### src/rtl/jk_bank_sequencer.sv
// Command-driven sequencer for a bank of JK cells: set/clear/toggle/load masks
// and multi-step synchronous up/down counting, with the bank state held locally.
module jk_bank_sequencer #(
    parameter int WIDTH = 4
) (
    input  logic             clk,
    input  logic             rst,
    input  logic             cmd_valid,
    output logic             cmd_ready,
    input  logic [2:0]       cmd_op,
    input  logic [WIDTH-1:0] cmd_data,
    input  logic [7:0]       cmd_count,
    output logic [WIDTH-1:0] j,
    output logic [WIDTH-1:0] k,
    output logic [WIDTH-1:0] q,
    output logic [WIDTH-1:0] q_bar,
    output logic             busy,
    output logic             done
);

    typedef enum logic [1:0] {
        IDLE  = 2'd0,
        APPLY = 2'd1,
        COUNT = 2'd2,
        DONE  = 2'd3
    } state_t;

    localparam logic [2:0] OP_NOP    = 3'd0;
    localparam logic [2:0] OP_SET    = 3'd1;
    localparam logic [2:0] OP_CLEAR  = 3'd2;
    localparam logic [2:0] OP_TOGGLE = 3'd3;
    localparam logic [2:0] OP_LOAD   = 3'd4;
    localparam logic [2:0] OP_UP     = 3'd5;
    localparam logic [2:0] OP_DN     = 3'd6;

    state_t           state_reg;
    state_t           state_next;
    logic [2:0]       op_reg;
    logic [WIDTH-1:0] data_reg;
    logic [7:0]       remaining_reg;
    logic [WIDTH-1:0] q_reg;
    logic [WIDTH-1:0] q_next;
    logic [WIDTH:0]   up_chain;
    logic [WIDTH:0]   dn_chain;
    logic             accept;

    assign cmd_ready = (state_reg == IDLE) && !rst;
    assign accept    = cmd_valid && cmd_ready;

    // Bit i of a counter toggles when every lower bit is 1 (up) or 0 (down).
    assign up_chain[0] = 1'b1;
    assign dn_chain[0] = 1'b1;
    generate
        for (genvar gi = 0; gi < WIDTH; gi++) begin : g_chain
            assign up_chain[gi+1] = up_chain[gi] & q_reg[gi];
            assign dn_chain[gi+1] = dn_chain[gi] & ~q_reg[gi];
        end
    endgenerate

    generate
        for (genvar gi = 0; gi < WIDTH; gi++) begin : g_cell
            always_comb begin
                unique case ({j[gi], k[gi]})
                    2'b00:   q_next[gi] = q_reg[gi];
                    2'b01:   q_next[gi] = 1'b0;
                    2'b10:   q_next[gi] = 1'b1;
                    default: q_next[gi] = ~q_reg[gi];
                endcase
            end
        end
    endgenerate

    always_ff @(posedge clk) begin
        if (rst) begin
            state_reg     <= IDLE;
            op_reg        <= OP_NOP;
            data_reg      <= '0;
            remaining_reg <= '0;
            q_reg         <= '1;
        end else begin
            state_reg <= state_next;
            q_reg     <= q_next;
            if (accept) begin
                op_reg        <= cmd_op;
                data_reg      <= cmd_data;
                remaining_reg <= cmd_count;
            end else if (state_reg == COUNT) begin
                remaining_reg <= remaining_reg - 8'd1;
            end
        end
    end

    always_comb begin
        state_next = state_reg;
        unique case (state_reg)
            IDLE: begin
                if (accept) begin
                    unique case (cmd_op)
                        OP_SET, OP_CLEAR, OP_TOGGLE, OP_LOAD: state_next = APPLY;
                        OP_UP, OP_DN: state_next = (cmd_count != 8'd0) ? COUNT : DONE;
                        default: state_next = DONE;
                    endcase
                end
            end
            APPLY:   state_next = DONE;
            COUNT:   state_next = (remaining_reg == 8'd1) ? DONE : COUNT;
            default: state_next = IDLE;
        endcase
    end

    // A reset cycle forces the drive quiet so an aborted command never reaches the cells.
    always_comb begin
        j    = '0;
        k    = '0;
        done = 1'b0;
        busy = (state_reg != IDLE);
        if (!rst) begin
            unique case (state_reg)
                APPLY: begin
                    unique case (op_reg)
                        OP_SET:    j = data_reg;
                        OP_CLEAR:  k = data_reg;
                        OP_TOGGLE: begin
                            j = data_reg;
                            k = data_reg;
                        end
                        OP_LOAD: begin
                            j = data_reg;
                            k = ~data_reg;
                        end
                        default: ;
                    endcase
                end
                COUNT: begin
                    if (op_reg == OP_UP) begin
                        j = up_chain[WIDTH-1:0];
                        k = up_chain[WIDTH-1:0];
                    end else begin
                        j = dn_chain[WIDTH-1:0];
                        k = dn_chain[WIDTH-1:0];
                    end
                end
                DONE:    done = 1'b1;
                default: ;
            endcase
        end
    end

    assign q     = q_reg;
    assign q_bar = ~q_reg;

endmodule

### config.mk
export PLATFORM = sky130hd
export DESIGN_NAME = jk_bank_sequencer
export DESIGN_NICKNAME = d
export VERILOG_FILES = /design/src/rtl/jk_bank_sequencer.sv
export SDC_FILE = /design/constraint.sdc
export NUM_CORES = 1
export LEC_CHECK = 0
export ABC_AREA = 1
export CAP_MARGIN = 20
export CORE_MARGIN = 8
export CORE_UTILIZATION = 45
export CTS_CLUSTER_DIAMETER = 100
export CTS_CLUSTER_SIZE = 28
export DETAILED_ROUTE_END_ITERATION = 7
export PLACE_DENSITY = 0.73
export SLEW_MARGIN = 20
export SYNTH_ARGS = -nofsm -noshare
export SYNTH_HDL_FRONTEND = slang
export SYNTH_SLANG_ARGS = --single-unit
### constraint.sdc
create_clock -name clk -period 2.35 [get_ports clk]
set_input_delay 0.3525 -clock clk [delete_from_list [all_inputs] [get_ports clk]]
set_output_delay 0.3525 -clock clk [all_outputs]
set_load 0.01 [all_outputs]
# == Word level (Yosys, flattened, before mapping) ==
# Cells that the tools add are included.
# classes
addsub,1
eq_ne,24
n_mux,20
bitwise_logic,10
n_reduce_logical,15
# ops
cell,count
$pmux W4 S2,3
$mux W4,4
$mux W8,2
$eq A3 B3 Y1 const B,5
$eq A2 B2 Y1 const B,6
$eq A3 B2 Y1 const B,4
$pmux W1 S3,4
$eq A2 B1 Y1 const B,5
$logic_not A2 Y1,5
$eq A8 B1 Y1 const B,1
$not A4 Y4,2
$reduce_bool A8 Y1,1
$sub A8 B1 Y8 const B,1
$eq A3 B1 Y1 const B,2
$pmux W2 S3,1
$and A1 B1 Y1,4
$mux W1,4
$not A1 Y1,4
$pmux W2 S2,1
$reduce_bool A2 Y1,2
$reduce_or A2 Y1,2
$reduce_or A4 Y1,1
$reduce_or A3 Y1,1
$logic_and A1 B1 Y1,2
other kinds (3),3
# totals
ff_bits,21
input_bits,18
output_inout_bits,19
wordCells,78

# == Longest topological paths before layout ==
# Gate-level depths: netlist (run 1).
# depth
depth_word,8
mapped_depth,12
ltp_nobuf,11

# == Least setup slack after synthesis (run 1) ==
# OpenSTA, ideal clock, no wires.
# synth_timing
kind,reg-to-reg
startpoint,register state_reg[0]
endpoint,register q_reg[1] (netlist: q[1])
setup_time_ps,123
t_arrival_ps,1911
required_ps,2227
slack_ps,316
path_stages_with_launch,12
path_buffers,0
period_less_slack_ps,2034
path_cell_list,dfxtp_1 -> inv_1 -> ha_1 -> inv_1 -> nor2_1 -> inv_1 -> a21oi_1 -> inv_1 -> ha_1 -> nor2_1 -> a21oi_1 -> o21ai_0
# synth_between
elab_chain_len,5
word_cells_on_any_way,10
classes_between,eq/ne (4); mux (5); reduce/logical (1)
# synth_lines
item,line_no,text
from (decl),36,state_t state_reg;
from (signal assigned),81,state_reg <= state_next;
$eq A2 B2 Y1 / $eq A2 B1 Y1 (equally long branches),118,unique case (state_reg)
$pmux W4 S2 (*),118,
$mux W4 (*),117,if (!rst) begin
net k[1],14,"output logic [WIDTH-1:0] k,"
"$eq A2 B2 Y1, or another cell as far along",63,"unique case ({j[gi], k[gi]})"
$pmux W1 S3,63,
to (signal assigned),82,q_reg <= q_next;
to (decl),41,logic [WIDTH-1:0] q_reg;
# The timed path passes the listed nets; every way through them passes the cells marked *.
# A chain may end at the register's enable or synchronous reset.

# == Worst setup path in the final report (run 1) ==
# layout_timing
startpoint,register state_reg[0]
endpoint,output k[0]
# layout_between
elab_chain_len,3
word_cells_on_any_way,4
classes_between,eq/ne (2); mux (2)
# layout_lines
item,line_no
$eq A2 B2 Y1 / $eq A2 B1 Y1 (equally long branches),118
$pmux W4 S2 (*),118
$mux W4 (*),117
to (decl),14
# Mark *: on every way between the ends. The rest lies on a longest branch, timed or not.

==> flow_summary.html, run 1 <==
<table>
<tr><th>Metric</th><th>Value</th></tr>
<tr><th colspan="2">Logic synthesis</th></tr>
<tr><td>Post-synth top area share</td><td>0.272</td></tr>
<tr><td>Largest cells by area after synthesis</td><td>dfxtp_1 27%, ha_1 12%, nand2_1 12%, inv_1 9.5%, a21oi_1 8.7%</td></tr>
<tr><td>Post-synthesis adder-cell area fraction</td><td>0.121</td></tr>
<tr><td>Xor-xnor portion of the synthesized cell area</td><td>0.0396</td></tr>
<tr><td>Number of warnings issued by yosys</td><td>0</td></tr>
<tr><td>Number of enable flip-flop cells after synthesis</td><td>0</td></tr>
<tr><td>Synthesized Nets</td><td>~270</td></tr>
<tr><td>Distinct cell type count of the synthesized netlist</td><td>23</td></tr>
<tr><td>Multiplexer fraction of the synthesized cell area</td><td>0</td></tr>
<tr><td>Cells after synthesis</td><td>between 200 and 250</td></tr>
<tr><td>Basic-gate share of the synthesized area counting and, or, nand and nor cells</td><td>0.240</td></tr>
<tr><td>Top post-synthesis cells by count</td><td>48 x nand2_1, 39 x inv_1, 27 x a21oi_1</td></tr>
<tr><td>Most used flip-flop cell after synthesis</td><td>dfxtp_1</td></tr>
<tr><td>Fraction of the yosys area taken by sequential cells</td><td>0.272</td></tr>
<tr><td>Post-Syn Area</td><td>between 1500 and 2000 um2</td></tr>
<tr><td>Mean cell area of the mapped netlist</td><td>6.64 um2</td></tr>
<tr><td>Post-synth top area cell</td><td>dfxtp_1</td></tr>
<tr><td>Number of storage elements in the synthesis netlist</td><td>21</td></tr>
<tr><td>Fraction of registers with async set or reset after synthesis</td><td>0</td></tr>
<tr><td>Most repeated cell in the gate-level netlist after synthesis</td><td>nand2_1</td></tr>
<tr><td>Largest family of logic cells by synthesized area</td><td>simple AND/OR/NAND/NOR gates</td></tr>
<tr><td>Compound-gate portion of the synthesized area</td><td>0.196</td></tr>
<tr><th colspan="2">Floorplan</th></tr>
<tr><td>Horizontal extent of the die</td><td>around 75 um</td></tr>
<tr><td>Floorplan row count</td><td>21</td></tr>
<tr><td>I/O Pins</td><td>37</td></tr>
<tr><td>Effective utilization at floorplan</td><td>0.467</td></tr>
<tr><td>Die area</td><td>5570 um2</td></tr>
<tr><td>Core area</td><td>3310 um2</td></tr>
<tr><td>Overall die height</td><td>74.6 um</td></tr>
<tr><th colspan="2">Clock network</th></tr>
<tr><td>CTS tree</td><td>yes</td></tr>
<tr><td>Clock sink total</td><td>21</td></tr>
<tr><td>Number of buffers on the longest clock path</td><td>2</td></tr>
<tr><td>Number of buffers added by the clock tree synthesis step</td><td>3</td></tr>
<tr><td>Buffer count from post-CTS setup fixing</td><td>0</td></tr>
<tr><td>H-Tree Level Count</td><td>1</td></tr>
<tr><td>Clock-pin slew on the worst setup and hold paths</td><td>0.11 ns</td></tr>
<tr><td>Clock latency at the later pin of the worst-skew pair</td><td>about 0.30 ns</td></tr>
<tr><td>CTS root buffer</td><td>clkbuf_4</td></tr>
<tr><th colspan="2">Status</th></tr>
<tr><td>Result of the run</td><td>complete, no violations</td></tr>
<tr><th colspan="2">Finish</th></tr>
<tr><td>Area growth from synthesis to final layout</td><td>30.6%</td></tr>
<tr><td>Final std cells w/o fill</td><td>approximately 320</td></tr>
<tr><td>Layout cells sized above 1</td><td>0.0886</td></tr>
<tr><td>Flip-flop count of the largest register, all copies and words added</td><td>8</td></tr>
<tr><td>Total number of nets in the final design</td><td>305</td></tr>
<tr><td>Count of antenna diodes in the layout</td><td>0</td></tr>
<tr><th colspan="2">Timing</th></tr>
<tr><td>Pins over their slew limit</td><td>0</td></tr>
<tr><td>Setup Skew</td><td>0.00559 ns</td></tr>
<tr><td>Count of endpoints failing setup in the final report</td><td>0</td></tr>
<tr><td>Transition time of the tightest slew-check pin</td><td>~0.22 ns</td></tr>
<tr><td>Setup repair after global routing missed its margin</td><td>false</td></tr>
<tr><td>Hold violation total from the final report</td><td>0</td></tr>
<tr><td>Min setup slack post-route</td><td>~0.17 ns</td></tr>
<tr><td>Max Clock Freq</td><td>roughly 0.46 GHz</td></tr>
<tr><td>Final TNS setup</td><td>0 ns</td></tr>
<tr><td>Final cycle utilization of the critical path</td><td>0.927</td></tr>
<tr><td>Final critical path time including I/O delays and setup</td><td>2.18 ns</td></tr>
<tr><td>Slew margin rel.</td><td>0.850</td></tr>
<tr><th colspan="2">Power and ir drop</th></tr>
<tr><td>Power per Cell Area</td><td>~720 nW/um2</td></tr>
<tr><td>Total power draw</td><td>1.46 mW</td></tr>
<tr><td>IR drop worst, VDD</td><td>roughly 410 uV</td></tr>
<tr><td>Static Leakage</td><td>between 1 and 1.5 nW</td></tr>
<tr><th colspan="2">Worst setup path</th></tr>
<tr><td>Critical Path Sink Type</td><td>output port</td></tr>
<tr><td>Worst EP required</td><td>around 2 ns</td></tr>
<tr><td>Reg2reg end</td><td>q[1]$_SDFFE_PP1P_</td></tr>
<tr><td>Worst setup SP type</td><td>flop</td></tr>
<tr><td>Most frequent cell on the critical path</td><td>inv_1</td></tr>
<tr><td>R2R setup slack</td><td>roughly 0.4 ns</td></tr>
<tr><td>Worst setup path category</td><td>flop to output port</td></tr>
<tr><td>Cell-by-cell listing of the critical path</td><td>inv_1 -&gt; ha_1 -&gt; inv_1 -&gt; nor2_4 -&gt; inv_1 -&gt; nor2_1 -&gt; dlygate4sd2_1</td></tr>
<tr><td>Critical Path Max Stage Delay</td><td>0.40 ns</td></tr>
<tr><td>Worst-case reg-to-reg path depth</td><td>11</td></tr>
<tr><td>Top Family by Delay on Critical Path</td><td>buffers and inverters</td></tr>
<tr><td>Arrival time at the worst endpoint</td><td>1.83 ns</td></tr>
<tr><td>Worst path bufs/invs</td><td>4</td></tr>
<tr><td>CP max FO</td><td>6</td></tr>
<tr><td>Launch point of the worst reg-to-reg path</td><td>state_reg[0]$_SDFFE_PP0P_</td></tr>
<tr><td>Slowest CP cell</td><td>dfxtp_4</td></tr>
<tr><th colspan="2">Global route</th></tr>
<tr><td>Global routing met1 resource utilization</td><td>0.173</td></tr>
<tr><td>Global Route met3 Usage</td><td>0.0280</td></tr>
<tr><td>Global-route usage over all layers</td><td>0.136</td></tr>
<tr><td>Global-route congestion overflow total</td><td>0</td></tr>
<tr><td>Largest net degree at the start of global routing</td><td>21</td></tr>
<tr><td>Initial antenna violation count</td><td>0</td></tr>
<tr><td>Global route hottest layer</td><td>met2</td></tr>
<tr><td>Vias in the first global route</td><td>around 1400</td></tr>
<tr><td>Met2 global-route usage</td><td>0.222</td></tr>
<tr><td>Global-route wire length before repair</td><td>6.07 mm</td></tr>
<tr><th colspan="2">Hold path</th></tr>
<tr><td>HP Class</td><td>flop to flop</td></tr>
<tr><td>Hold path startpoint</td><td>remaining_reg[1]$_SDFFE_PP0P_</td></tr>
<tr><td>Endpoint with the worst hold slack</td><td>remaining_reg[1]$_SDFFE_PP0P_</td></tr>
<tr><td>Number of stages on the worst hold path</td><td>2</td></tr>
<tr><th colspan="2">Place</th></tr>
<tr><td>I/O Buffers</td><td>36</td></tr>
<tr><td>DP Wirelength</td><td>a little under 3 mm</td></tr>
<tr><td>Worst slack at placement</td><td>0.0373 ns</td></tr>
<tr><td>GPL Wtd Cong</td><td>0.836</td></tr>
<tr><td>Cell count after placement</td><td>roughly 310</td></tr>
<tr><th colspan="2">Route</th></tr>
<tr><td>Via density per instance</td><td>4.69</td></tr>
<tr><td>Number of design rule violations left after detail routing</td><td>0</td></tr>
<tr><td>Drt pass-1 iters</td><td>6</td></tr>
<tr><td>Wire length after detailed routing</td><td>roughly 3.5 mm</td></tr>
<tr><td>Detailed-route via count</td><td>roughly 1500</td></tr>
<tr><td>Violation count after the first detailed-routing iteration</td><td>about 110</td></tr>
<tr><td>Number of nets still failing antenna checks after routing</td><td>0</td></tr>
<tr><td>Wire per inst</td><td>10.9 um</td></tr>
<tr><th colspan="2">Job</th></tr>
<tr><td>Max-cap violations</td><td>0</td></tr>
</table>
==> cell families after synthesis <==
kind of cell / count (synthesis)
and+or+nand+nor: 84
DFF: 21
adders and majority gates: 15
buffers and inverters: 48
AOI/OAI and AO/OA: 58
xor gates and xnor gates: 7
==> power by group <==
part / internal (mW) / switching (mW)
clock network: 0.0661 / 0.104
registers: 0.448 / 0.0771
logic: 0.323 / 0.438
==> layout by cell type (no fill, tap or decap) <==
cell / instances
nand2_1: 48
inv_1: 39
clkdlybuf4s50_1: 28
a21oi_1: 27
o21ai_0: 24
dfxtp_1: 18
nor2_1: 16
ha_1: 13
nand3_1: 8
xor2_1: 6
inv_2: 5
a31oi_1: 4
dlygate4sd2_1: 4
dlymetal6s2s_1: 4
nand2_4: 3
clkbuf_4: 3
o21ai_1: 2
nor2_4: 2
nor2_2: 2
ha_4: 2
buf_4: 2
dfxtp_4: 2
nand3_2: 1
o211ai_2: 1
or2_0: 1
nand3b_1: 1
nor3_1: 1
xnor2_1: 1
nand4_1: 1
clkbuf_1: 1
dfxtp_2: 1
==> area by class of cell <==
type                       count  area (um2)
timing repair buffer          38         380
multi-input combinational    164         961
fill                         304        1290
sequential                    21         429
tap                           46        57.6
clock buffer                   4        26.3
inverter                      44         165
==> per-layer routing <==
metal,routed length (um),share of wire,vias up
met4,35,0.010,0
met2,1650,0.48,28
met3,147,0.042,2
li1,-,-,817
met1,1630,0.47,639
met5,0,0,-
==> worst register-to-register path: stages, from the launching register on <==
cell     delay [ns]
dfxtp_4        0.40
inv_1          0.09
ha_1           0.30
inv_1          0.08
nor2_4         0.14
inv_1          0.08
a21oi_1        0.16
inv_1          0.08
ha_1           0.29
nor2_1         0.04
a21oi_1        0.12
o21ai_0        0.08
==> metrics by stage <==
stage | util | instance area, um2 | hold WS (ns)
finish | 0.610 | 2020 | 0.493
floorplan | - | 1550 | 0.449
global route | 0.610 | 2020 | 0.511
detailed placement | 0.587 | 1940 | 0.481
global placement | 0.587 | 1940 | 0.475
CTS | 0.597 | 1980 | 0.497
==> worst max-delay path by stage <==
stage                              startpoint           endpoint  slack [ns]  cells past startpoint
floorplan           state_reg[0]$_SDFFE_PP0P_  q[1]$_SDFFE_PP1P_        0.32                     11
global placement                          rst               k[3]         0.1                      5
detailed placement  state_reg[0]$_SDFFE_PP0P_               k[0]        0.04                      7
CTS                 state_reg[0]$_SDFFE_PP0P_               j[1]       -0.08                      9
global route        state_reg[0]$_SDFFE_PP0P_               k[0]        0.03                      7
finish              state_reg[0]$_SDFFE_PP0P_               k[0]        0.17                      7
==> timing repair <==
action | 4_1_cts | 5_1_grt
gates resized for setup | 10 | 11
pin swaps | 0 | 0
endpoints found under the setup margin | 8 | 4
hold buffers | 0 | 0
Note: power is estimated with default switching activity, not from simulation.
==> inputs of run 2 (changes only) <==
--- a/config.mk
+++ b/config.mk
@@ -8,11 +8,11 @@
 export ABC_AREA = 1
 export CAP_MARGIN = 20
 export CORE_MARGIN = 8
-export CORE_UTILIZATION = 45
+export CORE_UTILIZATION = 50
 export CTS_CLUSTER_DIAMETER = 100
 export CTS_CLUSTER_SIZE = 28
 export DETAILED_ROUTE_END_ITERATION = 7
-export PLACE_DENSITY = 0.73
+export PLACE_DENSITY = 0.8
 export SLEW_MARGIN = 20
 export SYNTH_ARGS = -nofsm -noshare
 export SYNTH_HDL_FRONTEND = slang
==> run 2 against run 1 <==
Design area decreased by 2.2%; count of clock-buffer cells in the layout decreased by 1; clock power increased by 4%; via count increased by 3.8%; highest routed layer unchanged.
==> flow_summary.html, run 2 (synthesis gave the netlist of run 1 again) <==
<table>
<tr><th>Metric</th><th>Value</th></tr>
<tr><th colspan="2">Job</th></tr>
<tr><td>Max-cap violations</td><td>0 (unchanged)</td></tr>
<tr><th colspan="2">Global route</th></tr>
<tr><td>Vias in the first global route</td><td>1432 (was 1429)</td></tr>
<tr><td>Global-route congestion overflow total</td><td>0 (unchanged)</td></tr>
<tr><td>Global-route wire length before repair</td><td>6.02 mm (was 6.07 mm)</td></tr>
<tr><td>Largest net degree at the start of global routing</td><td>21 (unchanged)</td></tr>
<tr><td>Global-route usage over all layers</td><td>0.142 (was 0.136)</td></tr>
<tr><td>Initial antenna violation count</td><td>0 (unchanged)</td></tr>
<tr><th colspan="2">Power and ir drop</th></tr>
<tr><td>IR drop worst, VDD</td><td>506 uV (was 405 uV)</td></tr>
<tr><td>Power per Cell Area</td><td>741 nW/um2 (was 721 nW/um2)</td></tr>
<tr><td>Total power draw</td><td>1.46 mW (about the same)</td></tr>
<tr><td>Static Leakage</td><td>0.972 nW (was 1.01 nW)</td></tr>
<tr><th colspan="2">Place</th></tr>
<tr><td>GPL Wtd Cong</td><td>0.856 (was 0.836)</td></tr>
<tr><td>I/O Buffers</td><td>36 (unchanged)</td></tr>
<tr><td>Worst slack at placement</td><td>0.144 ns (was 0.0373 ns)</td></tr>
<tr><td>DP Wirelength</td><td>2.89 mm (was 2.88 mm)</td></tr>
<tr><th colspan="2">Finish</th></tr>
<tr><td>Layout cells sized above 1</td><td>0.0912 (was 0.0886)</td></tr>
<tr><td>Fillers</td><td>282 (was 304)</td></tr>
<tr><td>Count of antenna diodes in the layout</td><td>0 (unchanged)</td></tr>
<tr><td>Utilization of the core after routing</td><td>0.658 (was 0.610)</td></tr>
<tr><td>Leading cell type in the layout, fill and taps excluded</td><td>nand2_1 (unchanged)</td></tr>
<tr><td>Area growth from synthesis to final layout</td><td>27.8% (was 30.6%)</td></tr>
<tr><td>Total number of nets in the final design</td><td>308 (was 305)</td></tr>
<tr><td>Most used cells in the layout excluding fill and tap cells</td><td>48 x nand2_1, 39 x inv_1, 28 x clkdlybuf4s50_1 (unchanged)</td></tr>
<tr><td>Flip-flop count of the largest register, all copies and words added</td><td>8 (unchanged)</td></tr>
<tr><th colspan="2">Timing</th></tr>
<tr><td>Pins over their slew limit</td><td>0 (unchanged)</td></tr>
<tr><td>Final critical path time including I/O delays and setup</td><td>2.16 ns (was 2.18 ns)</td></tr>
<tr><td>Count of endpoints failing setup in the final report</td><td>0 (unchanged)</td></tr>
<tr><td>Setup repair after global routing missed its margin</td><td>false (unchanged)</td></tr>
<tr><td>Transition time of the tightest slew-check pin</td><td>0.241 ns (was 0.223 ns)</td></tr>
<tr><td>Min Hold Slack</td><td>0.501 ns (was 0.493 ns)</td></tr>
<tr><td>Max Clock Freq</td><td>0.464 GHz (was 0.459 GHz)</td></tr>
<tr><td>Setup Skew</td><td>0.00399 ns (was 0.00559 ns)</td></tr>
<tr><td>Min setup slack post-route</td><td>0.194 ns (was 0.171 ns)</td></tr>
<tr><td>Slew margin rel.</td><td>0.838 (was 0.850)</td></tr>
<tr><td>Final cycle utilization of the critical path</td><td>0.918 (was 0.927)</td></tr>
<tr><td>Final TNS setup</td><td>0 ns (unchanged)</td></tr>
<tr><td>Hold violation total from the final report</td><td>0 (unchanged)</td></tr>
<tr><th colspan="2">Route</th></tr>
<tr><td>Detailed-route via count</td><td>1542 (was 1486)</td></tr>
<tr><td>Violation count after the first detailed-routing iteration</td><td>78 (was 113)</td></tr>
<tr><td>Via density per instance</td><td>5.02 (was 4.69)</td></tr>
<tr><td>Number of design rule violations left after detail routing</td><td>0 (unchanged)</td></tr>
<tr><td>Wire length after detailed routing</td><td>3.57 mm (was 3.46 mm)</td></tr>
<tr><td>Number of nets still failing antenna checks after routing</td><td>0 (unchanged)</td></tr>
<tr><td>Wire per inst</td><td>11.6 um (was 10.9 um)</td></tr>
<tr><td>Drt pass-1 iters</td><td>4 (was 6)</td></tr>
<tr><th colspan="2">Worst setup path</th></tr>
<tr><td>Most frequent cell on the critical path</td><td>inv_1 (unchanged)</td></tr>
<tr><td>Arrival time at the worst endpoint</td><td>1.80 ns (was 1.83 ns)</td></tr>
<tr><td>Worst setup path category</td><td>flop to output port (unchanged)</td></tr>
<tr><td>Critical Path Sink Type</td><td>output port (unchanged)</td></tr>
<tr><td>Worst EP required</td><td>2.00 ns (about the same)</td></tr>
<tr><td>CP max FO</td><td>5 (was 6)</td></tr>
<tr><td>Worst-case reg-to-reg path depth</td><td>11 (unchanged)</td></tr>
<tr><td>Cell-by-cell listing of the critical path</td><td>inv_1 -&gt; ha_1 -&gt; inv_1 -&gt; nor2_2 -&gt; buf_4 -&gt; nand2_1 -&gt; inv_1 -&gt; dlygate4sd2_1 (was inv_1 -&gt; ha_1 -&gt; inv_1 -&gt; nor2_4 -&gt; inv_1 -&gt; nor2_1 -&gt; dlygate4sd2_1)</td></tr>
<tr><td>Slowest CP cell</td><td>dfxtp_4 (unchanged)</td></tr>
<tr><td>Critical Path Max Stage Delay</td><td>0.39 ns (was 0.40 ns)</td></tr>
<tr><td>Worst setup SP type</td><td>flop (unchanged)</td></tr>
<tr><th colspan="2">Clock network</th></tr>
<tr><td>CTS root buffer</td><td>clkbuf_4 (unchanged)</td></tr>
<tr><td>CTS tree</td><td>yes (unchanged)</td></tr>
<tr><td>Clock sink total</td><td>21 (unchanged)</td></tr>
<tr><td>Number of buffers on the longest clock path</td><td>2 (unchanged)</td></tr>
<tr><td>Clock-pin slew on the worst setup and hold paths</td><td>0.12 ns (was 0.11 ns)</td></tr>
<tr><td>Number of buffers added by the clock tree synthesis step</td><td>3 (unchanged)</td></tr>
<tr><td>Clock latency at the later pin of the worst-skew pair</td><td>0.31 ns (was 0.30 ns)</td></tr>
<tr><td>H-Tree Level Count</td><td>1 (unchanged)</td></tr>
<tr><th colspan="2">Hold path</th></tr>
<tr><td>Number of stages on the worst hold path</td><td>2 (unchanged)</td></tr>
<tr><td>HP Class</td><td>flop to flop (unchanged)</td></tr>
<tr><th colspan="2">Floorplan</th></tr>
<tr><td>Effective utilization at floorplan</td><td>0.515 (was 0.467)</td></tr>
<tr><td>Floorplan row count</td><td>20 (was 21)</td></tr>
<tr><td>Horizontal extent of the die</td><td>71.6 um (was 74.6 um)</td></tr>
<tr><td>Overall die height</td><td>71.6 um (was 74.6 um)</td></tr>
<tr><td>Core area</td><td>3000 um2 (was 3310 um2)</td></tr>
<tr><td>Die area</td><td>5130 um2 (was 5570 um2)</td></tr>
<tr><td>I/O Pins</td><td>37 (unchanged)</td></tr>
<tr><th colspan="2">Status</th></tr>
<tr><td>Result of the run</td><td>complete, no violations (unchanged)</td></tr>
</table>
-- run 2: critical path: cells and delay by family, from the launching register on --
family                     cells  cell delay, ns
buffers and inverters          5            0.64
DFF                            1            0.39
adders and majority gates      1            0.28
and+or+nand+nor                2            0.19
-- run 2: path summary, 6_finish.rpt --
| check | slack (ns) | start | end |
|---|---|---|---|
| setup / recovery | 0.19 | state_reg[0]$_SDFFE_PP0P_ | j[0] |
| hold / removal | 0.50 | remaining_reg[0]$_SDFFE_PP0P_ | remaining_reg[0]$_SDFFE_PP0P_ |
| setup reg to reg | 0.46 | state_reg[0]$_SDFFE_PP0P_ | q[3]$_SDFFE_PP1P_ |
| hold reg to reg | 0.50 | remaining_reg[0]$_SDFFE_PP0P_ | remaining_reg[0]$_SDFFE_PP0P_ |
-- run 2: final cells by class --
cell class              instances  area (um2)  share of cell area
multi-input cells             164         928               0.470
clock buffers                   3        22.5              0.0114
well taps                      33        41.3              0.0209
inverters                      44         165              0.0836
clock inverters                 1        5.00             0.00253
repair buffers                 41         388               0.196
flip-flops and latches         21         425               0.215
-- run 2: repair_timing --
| action | CTS | global route |
|---|---|---|
| pin swaps | 0 | 0 |
| setup endpoints to repair | 8 | 1 |
| cloned | 0 | 0 |
| buffers inserted | 2 | 0 |
| resized for setup | 12 | 1 |
| hold endpoints to repair | 0 | 0 |
| hold buffers | 0 | 0 |
-- run 2: per-stage QoR --
step	instance area (um2)	std cells
floorplan	1550	233
global placement	1930	301
detailed placement	1930	301
CTS	1970	307
global route	1980	307
finish	1980	307
-- run 2: power breakdown --
group	total [mW]	switching (mW)	internal [mW]	leakage [nW]
Combinational	0.770	0.443	0.327	0.781
Clock	0.176	0.113	0.0636	0.0177
Sequential	0.517	0.0711	0.446	0.173
Total	1.46	0.627	0.836	0.972
-- run 2: metal layers --
layer	global-route usage	share of wire	vias to the layer above	wire (um)
met5	0	0	-	0
met4	0.0408	0.010	0	36
met3	0.0279	0.053	2	189
met2	0.261	0.50	45	1770
met1	0.161	0.44	675	1570
li1	-	-	820	-
